[config.mk]
export PLATFORM = sky130hd
export DESIGN_NAME = posit_encode_sum_es3
export DESIGN_NICKNAME = d
export VERILOG_FILES = /design/src/rtl/posit_encode_sum_es3.sv
export SDC_FILE = /design/constraint.sdc
export NUM_CORES = 1
export LEC_CHECK = 0
export CAP_MARGIN = 20
export CELL_PAD_IN_SITES_DETAIL_PLACEMENT = 0
export CELL_PAD_IN_SITES_GLOBAL_PLACEMENT = 1
export CORE_AREA = 4 4 167 169
export CTS_BUF_LIST = sky130_fd_sc_hd__clkbuf_4
export CTS_CLUSTER_SIZE = 16
export DETAILED_ROUTE_END_ITERATION = 8
export DIE_AREA = 0 0 171 173
export PLACE_DENSITY_LB_ADDON = 0.1
export SYNTH_ARGS = -nofsm -noshare
export SYNTH_HDL_FRONTEND = slang
export SYNTH_SLANG_ARGS = --single-unit
export TNS_END_PERCENT = 30
[constraint.sdc]
create_clock -name clk -period 6.38 [get_ports clk]
set_clock_uncertainty 0.15 [all_clocks]
set_input_delay 1.914 -clock clk [delete_from_list [all_inputs] [get_ports clk]]
set_output_delay 1.914 -clock clk [all_outputs]
set_load 0.01 [all_outputs]
[src/rtl/posit_encode_sum_es3.sv]
// -----------------------------------------------------------------------------
// posit_encode_sum_es3
//
// Final encode stage behind an es=3 posit adder. Takes the adder's unpacked
// raw sum (sign, signed scale, 30-bit fraction, inf/zero flags) plus a sticky
// flag and produces a packed 32-bit posit (es=3) with round-to-nearest-even.
//
// Three register stages, one result per cycle, no stalls:
//   stage 1 : capture raw sum, sticky flag and start
//   stage 2 : split scale into regime k / exponent e, assemble the regime-
//             exponent-fraction string, extract mag / guard / sticky
//   stage 3 : round, clamp, saturate, apply sign and special values
//
// Ports
//   clk        in   1  rising-edge clock
//   rst        in   1  synchronous active-high reset
//   start      in   1  in_sum valid this cycle (X treated as 0)
//   in_sum     in  42  [41] sgn, [40:32] scale (signed), [31:2] fraction
//                      (hidden bit excluded, MSB-aligned), [1] inf, [0] zero
//   truncated  in   1  adder sticky: nonzero bits lost below fraction[0]
//   result     out 32  packed posit; holds its last value while done=0
//   done       out  1  result valid this cycle, 3 edges after start sample
// -----------------------------------------------------------------------------
module posit_encode_sum_es3 (
  input  logic        clk,
  input  logic        rst,
  input  logic        start,
  input  logic [41:0] in_sum,
  input  logic        truncated,
  output logic [31:0] result,
  output logic        done
);

  // Stage 1 payload: the raw adder output, unpacked for readability.
  typedef struct packed {
    logic              sgn;
    logic signed [8:0] scale;
    logic [29:0]       frac;
    logic              inf;
    logic              zero;
    logic              trunc;
  } s1_t;

  // Stage 2 payload: unrounded magnitude plus the rounding bits and the
  // special-case flags that stage 3 needs to pick the final encoding.
  typedef struct packed {
    logic        sgn;
    logic        inf;
    logic        zero;
    logic        sat_hi;
    logic        sat_lo;
    logic [30:0] mag;
    logic        guard;
    logic        sticky;
  } s2_t;

  // Saturation thresholds: beyond these the regime alone fills all 31
  // magnitude bits, so the value pins to maxpos / minpos.
  localparam logic signed [8:0] SCALE_MAX = 9'sd240;
  localparam logic signed [8:0] SCALE_MIN = -9'sd240;

  localparam logic [30:0] MAG_MAXPOS = 31'h7FFF_FFFF;
  localparam logic [30:0] MAG_MINPOS = 31'h0000_0001;

  // ---------------------------------------------------------------------------
  // Pipeline registers
  // ---------------------------------------------------------------------------
  logic        r_v1;
  logic        r_v2;
  logic        r_v3;
  s1_t         r_s1;
  s2_t         r_s2;
  logic [31:0] r_result;

  // ---------------------------------------------------------------------------
  // Stage 1 input unpack
  // ---------------------------------------------------------------------------
  s1_t w_s1;

  assign w_s1 = '{
    sgn:   in_sum[41],
    scale: in_sum[40:32],
    frac:  in_sum[31:2],
    inf:   in_sum[1],
    zero:  in_sum[0],
    trunc: truncated
  };

  // ---------------------------------------------------------------------------
  // Stage 2 combinational: regime/exponent split and string assembly
  // ---------------------------------------------------------------------------
  logic signed [8:0] w_scale;
  logic signed [5:0] w_k;
  logic [2:0]        w_e;
  logic [6:0]        w_reg_len;
  logic [63:0]       w_regime;
  logic [63:0]       w_body;
  logic [63:0]       w_field;
  s2_t               w_s2;

  // NOTE: combinational blocks use blocking assignments and give every
  // output a default first, so no path can leave a value unassigned and
  // infer a latch.
  always_comb begin
    w_scale = r_s1.scale;

    // scale >>> 3 keeps exactly the upper six bits of the 9-bit scale,
    // already sign-interpreted; e is the low three bits in either sign.
    w_k = w_scale[8:3];
    w_e = w_scale[2:0];

    // Regime length: k >= 0 gives (k+1) ones plus a terminating zero,
    // k < 0 gives (-k) zeros plus a terminating one.
    if (!w_k[5]) begin
      w_reg_len = {1'b0, w_k} + 7'd2;
    end else begin
      w_reg_len = 7'd1 - {w_k[5], w_k};
    end

    // Regime pattern, left-aligned at bit 63 (the first bit below the sign).
    if (!w_k[5]) begin
      w_regime = ~({64{1'b1}} >> (w_reg_len - 7'd1));
    end else begin
      w_regime = 64'h8000_0000_0000_0000 >> (w_reg_len - 7'd1);
    end

    // Exponent and fraction follow immediately after the regime.
    w_body  = {w_e, r_s1.frac, 31'd0} >> w_reg_len;
    w_field = w_regime | w_body;

    w_s2        = '0;
    w_s2.sgn    = r_s1.sgn;
    w_s2.inf    = r_s1.inf;
    w_s2.zero   = r_s1.zero;
    w_s2.sat_hi = (w_scale > SCALE_MAX);
    w_s2.sat_lo = (w_scale < SCALE_MIN);
    w_s2.mag    = w_field[63:33];
    w_s2.guard  = w_field[32];
    w_s2.sticky = (|w_field[31:0]) | r_s1.trunc;
  end

  // ---------------------------------------------------------------------------
  // Stage 3 combinational: round, clamp, sign, special values
  // ---------------------------------------------------------------------------
  logic [31:0] w_rnd_sum;
  logic        w_rnd_up;
  logic [30:0] w_mag;
  logic [31:0] w_signed;
  logic [31:0] w_result;

  always_comb begin
    // Round to nearest, ties to even.
    w_rnd_up  = r_s2.guard & (r_s2.mag[0] | r_s2.sticky);
    w_rnd_sum = {1'b0, r_s2.mag} + {31'd0, w_rnd_up};

    // Saturated scales skip rounding entirely. A rounded magnitude that
    // carries out of 31 bits pins to maxpos; a posit never rounds to zero.
    if (r_s2.sat_hi) begin
      w_mag = MAG_MAXPOS;
    end else if (r_s2.sat_lo) begin
      w_mag = MAG_MINPOS;
    end else if (w_rnd_sum[31]) begin
      w_mag = MAG_MAXPOS;
    end else if (w_rnd_sum[30:0] == 31'd0) begin
      w_mag = MAG_MINPOS;
    end else begin
      w_mag = w_rnd_sum[30:0];
    end

    // Negative posits are the two's complement of the positive encoding.
    if (r_s2.sgn) begin
      w_signed = 32'd0 - {1'b0, w_mag};
    end else begin
      w_signed = {1'b0, w_mag};
    end

    // inf outranks zero, which outranks a normal value.
    if (r_s2.inf) begin
      w_result = 32'h8000_0000;
    end else if (r_s2.zero) begin
      w_result = 32'h0000_0000;
    end else begin
      w_result = w_signed;
    end
  end

  // ---------------------------------------------------------------------------
  // Control state: valid bits and the output register
  // ---------------------------------------------------------------------------
  // NOTE: sequential blocks use non-blocking assignments so every register
  // samples the values from before the edge, which is what makes the stages
  // behave as a pipeline rather than a ripple.
  always_ff @(posedge clk) begin
    if (rst) begin
      r_v1     <= 1'b0;
      r_v2     <= 1'b0;
      r_v3     <= 1'b0;
      r_result <= '0;
    end else begin
      // Written as an if so an unknown start falls through to 0.
      r_v1 <= 1'b0;
      if (start) begin
        r_v1 <= 1'b1;
      end
      r_v2 <= r_v1;
      r_v3 <= r_v2;
      if (r_v2) begin
        r_result <= w_result;
      end
    end
  end

  // ---------------------------------------------------------------------------
  // Datapath registers
  // ---------------------------------------------------------------------------
  // NOTE: payload registers carry no reset; nothing downstream looks at them
  // unless the matching valid bit (which is reset) says they are live.
  always_ff @(posedge clk) begin
    if (start) begin
      r_s1 <= w_s1;
    end
    if (r_v1) begin
      r_s2 <= w_s2;
    end
  end

  assign result = r_result;
  assign done   = r_v3;

endmodule

* Word level (Yosys, flattened, before mapping)
Index checks and enable logic that the tools add are counted.
** Cells by class
- $add $sub $neg :: 5
- Magnitude comparators :: 2
- Shift operators :: 3
- Muxes and demuxes :: 10
- Bitwise gates (word level) :: 5
- Reductions and logical operators :: 2
** Operator list (count)
- 64-bit by 7-bit right shift with 64-bit output (first input constant) :: 2
- 31-bit two-way mux :: 4
- 32-bit two-way mux :: 3
- 64-bit two-way mux :: 1
- 64-bit NOT :: 1
- 64-bit bitwise OR :: 1
- 64-bit by 7-bit right shift with 64-bit output :: 1
- 31-bit by 1-bit adder with 32-bit output :: 1
- 32-bit OR reduction :: 1
- 1-bit by 31-bit subtractor with 32-bit output (first input constant) :: 1
- 31-bit logical NOT :: 1
- 9-bit greater-than comparator (second input constant) :: 1
- 9-bit less-than comparator (second input constant) :: 1
- 6-bit by 2-bit adder with 7-bit output (second input constant) :: 1
- 7-bit two-way mux :: 1
- 2-bit by 6-bit subtractor with 7-bit output (first input constant) :: 1
- 7-bit by 1-bit subtractor with 7-bit output (second input constant) :: 1
- 1-bit bitwise OR :: 2
- 1-bit AND :: 1
- 1-bit two-way mux :: 1
** Storage, ports and cells
- Flip-flop bits (word level) :: 116
- Word-level logic and storage cells :: 45

* Depth between registers and ports, before layout
- Depth after elaboration :: 12
- Gate-level depth with buffers :: 19

* Least setup slack after synthesis
Ideal clock, no wire load.
- Path type :: flip-flop to flip-flop
- Start point :: register r_s2[2] in the netlist's numbering
- End point :: register r_result[16], in the netlist result[16]
- Library setup time :: 0.117 ns
- Arrival time :: 4.136 ns
- Setup slack :: 1.977 ns
- Stages on the path, launching flop included :: 20
- Path through :: edfxtp_1 -> o21a_1 -> ha_1 -> ha_1 -> and3_1 -> buf_2 -> and2_1 -> o32a_1 -> nor4b_1 -> nand4b_1 -> o31ai_2 -> inv_1 -> ha_1 -> and3_1 -> a22oi_4 -> a211oi_2 -> nand3_2 -> o21ai_0 -> xnor2_1 -> a22o_1
** Between the ends
- Word-level cells in the longest chain between the ends :: 12
** Ends and longest elaborated chain
- start, declared :: RTL line 72 : s2_t r_s2;
- start signal, assigned :: RTL line 223 : r_s2 <= w_s2;
- 1-bit bitwise OR :: RTL line 153 : w_rnd_up = r_s2.guard & (r_s2.mag[0] | r_s2.sticky);
- 1-bit AND :: RTL line 153
- 31-bit by 1-bit adder with 32-bit output * :: RTL line 154 : w_rnd_sum = {1'b0, r_s2.mag} + {31'd0, w_rnd_up};
- 31-bit logical NOT :: RTL line 164 : end else if (w_rnd_sum[30:0] == 31'd0) begin
- 31-bit two-way mux :: RTL line 164
- 31-bit two-way mux * :: RTL line 162 : end else if (w_rnd_sum[31]) begin
- 31-bit two-way mux * :: RTL line 160 : end else if (r_s2.sat_lo) begin
- 31-bit two-way mux * :: RTL line 158 : if (r_s2.sat_hi) begin
- 1-bit by 31-bit subtractor with 32-bit output :: RTL line 172 : w_signed = 32'd0 - {1'b0, w_mag};
- 32-bit two-way mux * :: RTL line 171 : if (r_s2.sgn) begin
- 32-bit two-way mux * :: RTL line 180 : end else if (r_s2.zero) begin
- 32-bit two-way mux * :: RTL line 178 : if (r_s2.inf) begin
- end signal, assigned :: RTL line 208 : r_result <= w_result;
- end, declared :: RTL line 73 : logic [31:0] r_result;
Every way passes the cells marked *; elsewhere a longest branch is shown, timed or not.
A chain may end at the register's enable or synchronous reset.

* Worst setup path after layout
Same ends and word-level chain as after synthesis.

==> results by group <==
Outcome
  • Outcome: complete, no violations

Floorplan
  • CORE AREA: 26600 sq um
  • Die H: 173 microns
  • Starting Density: 0.392
  • Die Area: 29600 sq um
  • DIE WIDTH: 171 microns
  • IO Pins: 79
  • Rows: 60

Drt
  • DRT antenna net count: 0
  • Pre-antenna DRT Iters: 7
  • Vias per inst: 6.31
  • Residual DRC: 0
  • Initial DRC Count: 1002
  • Routed Wire Length: 36700 microns
  • Vias: 10200
  • Wire per inst: 22.6 microns

Clock tree
  • Cts hold-fix bufs: 0
  • Setup Buffers After CTS: 0
  • Clock buffer depth: 2
  • Clk sinks: 116
  • TritonCTS Buffers: 17
  • Post-CTS Resized: 0
  • Clock Latency Late Sink: 0.55 ns
  • CTS clock-pin slew for the worst setup and hold paths: 0.14 ns
  • CTS tree: built
  • H-Tree Level Count: 4
  • CTS Root Cell: clkbuf_4

Logic synthesis
  • Post-synthesis instance area: 10400 sq um
  • Synth Flop Type: edfxtp_1
  • Mean area per synthesized cell: 8.44 sq um
  • Post-Syn Nets: 1293
  • Post-synth top area cell: edfxtp_1
  • FFs w/ async S/R, synth: 0
  • Post-synth EDFFs: 81
  • Area contributors post-synth: edfxtp_1, dfxtp_1, nand2_1
  • Cells after Synth: 1235
  • Register bit total from synthesis: 116
  • Synthesis warning total: 0
  • Seq/Total Area, Yosys: 0.301
  • Post-synthesis cell type count: 99
  • Post-synth top area share: 0.233

Worst setup path
  • CP most frequent cell: ha_1
  • WP depth: 18
  • Critical Path Sink: result[16]
  • CP Class: reg2reg
  • R2R depth: 18
  • Slowest stage cell on the critical path: o31ai_2
  • Reg2Reg Launch Point: r_s2[2]
  • Crit. Startpoint: r_s2[2]
  • Crit-path cells: o21a_1 > ha_1 > ha_1 > and3_1 > and2_1 > o32a_1 > nor4b_1 > nand4b_1 > o31ai_2 > inv_1 > ha_1 > and3_1 > a22oi_4 > a211oi_2 > nand3_2 > o21ai_0 > xnor2_1 > a22o_1
  • Req. time, crit path: 6.66 ns
  • Crit path max fanout: 10
  • R2r setup slk: 1.19 ns
  • Worst Path Arrival: 5.47 ns
  • R2r endpoint: result[16]
  • Worst Path Buf+Inv: 1
  • Crit path largest cell delay: 0.70 ns
  • Critical Path Start Type: flop
  • Critical path's top delay family: compound AO/OA/AOI/OAI gates
  • Crit. End Element: flop

Timing
  • F_max: 193 MHz
  • Max Slew Vio Count: 0
  • Unrepaired setup endpoints after global routing: false
  • Slew @ Worst Pin: 1.01 ns
  • Final Hold Viols: 0
  • Tmin final: 5.19 ns
  • Final setup violation count: 0
  • Final worst-path cycle share: 0.814
  • Setup TNS Final: 0 ns
  • Slew HR: 0.327

Cells and area
  • Final core area utilization: 0.443
  • Fraction of final layout cells sized beyond drive strength 1: 0.105
  • Post-layout nets: 1326
  • Synth-to-layout area growth: 12.9%

Place
  • HPWL after DPL: 27700 microns
  • I/O Buffers: 78
  • Placer's final routability congestion estimate: 0.919

Min path
  • Worst hold path type: reg2reg

GRT
  • Met1 global-route usage: 0.326
  • Gr busiest metal: met2
  • Antenna violations before repair: 1
  • Total GRT Usage: 0.244
  • Pin count of the biggest net entering global routing: 59
  • Global-route wire length before repair: 57400 microns
  • M2 GR Usage: 0.407
  • GRT overflow: 0
  • M3 GR Usage: 0.0361
  • Number of global-route vias before repair: 9806

Job
  • Max Cap Violations: 0

Power and ir drop
  • Leak: 4.04 nW
  • Peak supply drop: 98.5 uV
  • Power Dens Cells: 242 nW/um^2
-- flip-flops by register name, indices dropped and copies added (netlist names) --
register and count:
r_v1 1, r_s2 38, r_s1 34, done 1, result 32, r_v2 1
w_scale 9
-- layout by cell type, fill, tap and decap left out, types with 12 or more instances in the layout --
master	netlist	routed
nand2_1	129	129
nor2_1	88	87
a21oi_1	84	84
edfxtp_1	81	81
o21ai_0	77	77
clkdlybuf4s50_1	0	77
nand3_1	48	48
mux2i_1	48	48
xnor2_1	47	47
dfxtp_1	35	35
buf_4	4	29
nor3_1	27	27
inv_1	25	25
nand4_1	24	24
nor2b_1	21	21
a31oi_1	21	21
o211ai_1	20	20
nand2b_1	18	18
and3_1	17	17
mux2_2	17	17
clkbuf_4	0	17
nor4_1	16	16
mux4_2	16	16
o31ai_1	15	15
o221ai_1	14	14
and2_1	13	13
a22oi_1	12	12
ha_1	12	12
-- worst min path at each step --
| stage | from | to | cells past startpoint |
|---|---|---|---|
| 2_1_floorplan | r_s1[1] | r_s2[35] | 0 |
| 6_report | r_s1[2] | r_s2[36] | 0 |
| 3_5_place_dp | r_s1[1] | r_s2[35] | 0 |
| 4_1_cts | r_s1[1] | r_s2[35] | 0 |
| 5_1_grt | r_s1[2] | r_s2[36] | 0 |
| 3_3_place_gp | r_s1[2] | r_s2[36] | 0 |
-- synth_stat cells, types with 6 or more instances --
master	count
nor2b_1	21
a211oi_1	10
nor3b_1	6
a21o_1	7
clkbuf_1	57
a221oi_1	9
mux2i_1	48
a32oi_1	7
mux2_2	17
nor4_1	16
o22ai_1	8
ha_1	12
o21a_1	6
or3_1	9
buf_2	25
o31ai_1	15
a311o_1	6
nand4_1	24
a211o_1	7
a22oi_1	12
mux4_2	16
and4_1	6
nor3_1	27
dfxtp_1	35
o211ai_1	20
a22o_1	9
edfxtp_1	81
xnor2_1	47
o21ai_1	11
inv_1	25
nand3_1	48
a21oi_1	84
and2_1	13
nand2b_1	18
o221ai_1	14
xor2_1	11
and3_1	17
a31oi_1	21
nand2_1	129
nor2_1	88
o21ai_0	77
-- metrics by stage --
stage	power (mW)	setup slack [ns]	cell area [sq um]	hold WS [ns]	cells
floorplan	1.82	1.98	10400	0.250	1235
global placement	2.22	1.51	11400	0.256	1589
detailed placement	2.21	1.29	11400	0.256	1589
CTS	2.84	1.28	11700	0.293	1621
global route	3.00	0.918	11800	0.297	1623
finish	2.84	1.19	11800	0.288	1623
-- per-layer routing --
layer / share of wire / vias to the layer above / routed length (microns)
met3: 0.052 / 56 / 1920
met5: 0 / - / 0
met4: 0.027 / 0 / 974
li1: - / 4819 / -
met1: 0.43 / 4976 / 15900
met2: 0.49 / 394 / 18000
-- cells by family (layout without fill, tap and decap cells) --
family	after synthesis	after routing	share of synthesized area
xor gates and xnor gates	58	58	0.0487
other	0	1	0
muxes	81	81	0.0990
adders and majority gates	12	12	0.0144
and+or+nand+nor	465	465	0.233
DFF	116	116	0.301
AOI/OAI and AO/OA	381	381	0.255
buffers and inverters	122	168	0.0499
-- report_power, final --
| part | total (mW) | switching [mW] | leakage (nW) | internal, mW |
|---|---|---|---|---|
| Clock | 0.616 | 0.365 | 0.163 | 0.251 |
| Sequential | 0.985 | 0.0932 | 1.06 | 0.892 |
| Combinational | 1.24 | 0.786 | 2.82 | 0.455 |
-- area by class of cell --
cell class	instances	area, sq um
well taps	341	427
inverters	28	105
multi-input cells	997	6770
flip-flops and latches	116	3130
clock inverters	15	181
repair buffers	108	1020
fillers	2752	14800
clock buffers	17	128
diodes	1	2.50
Power figures use the tool's default switching activity.
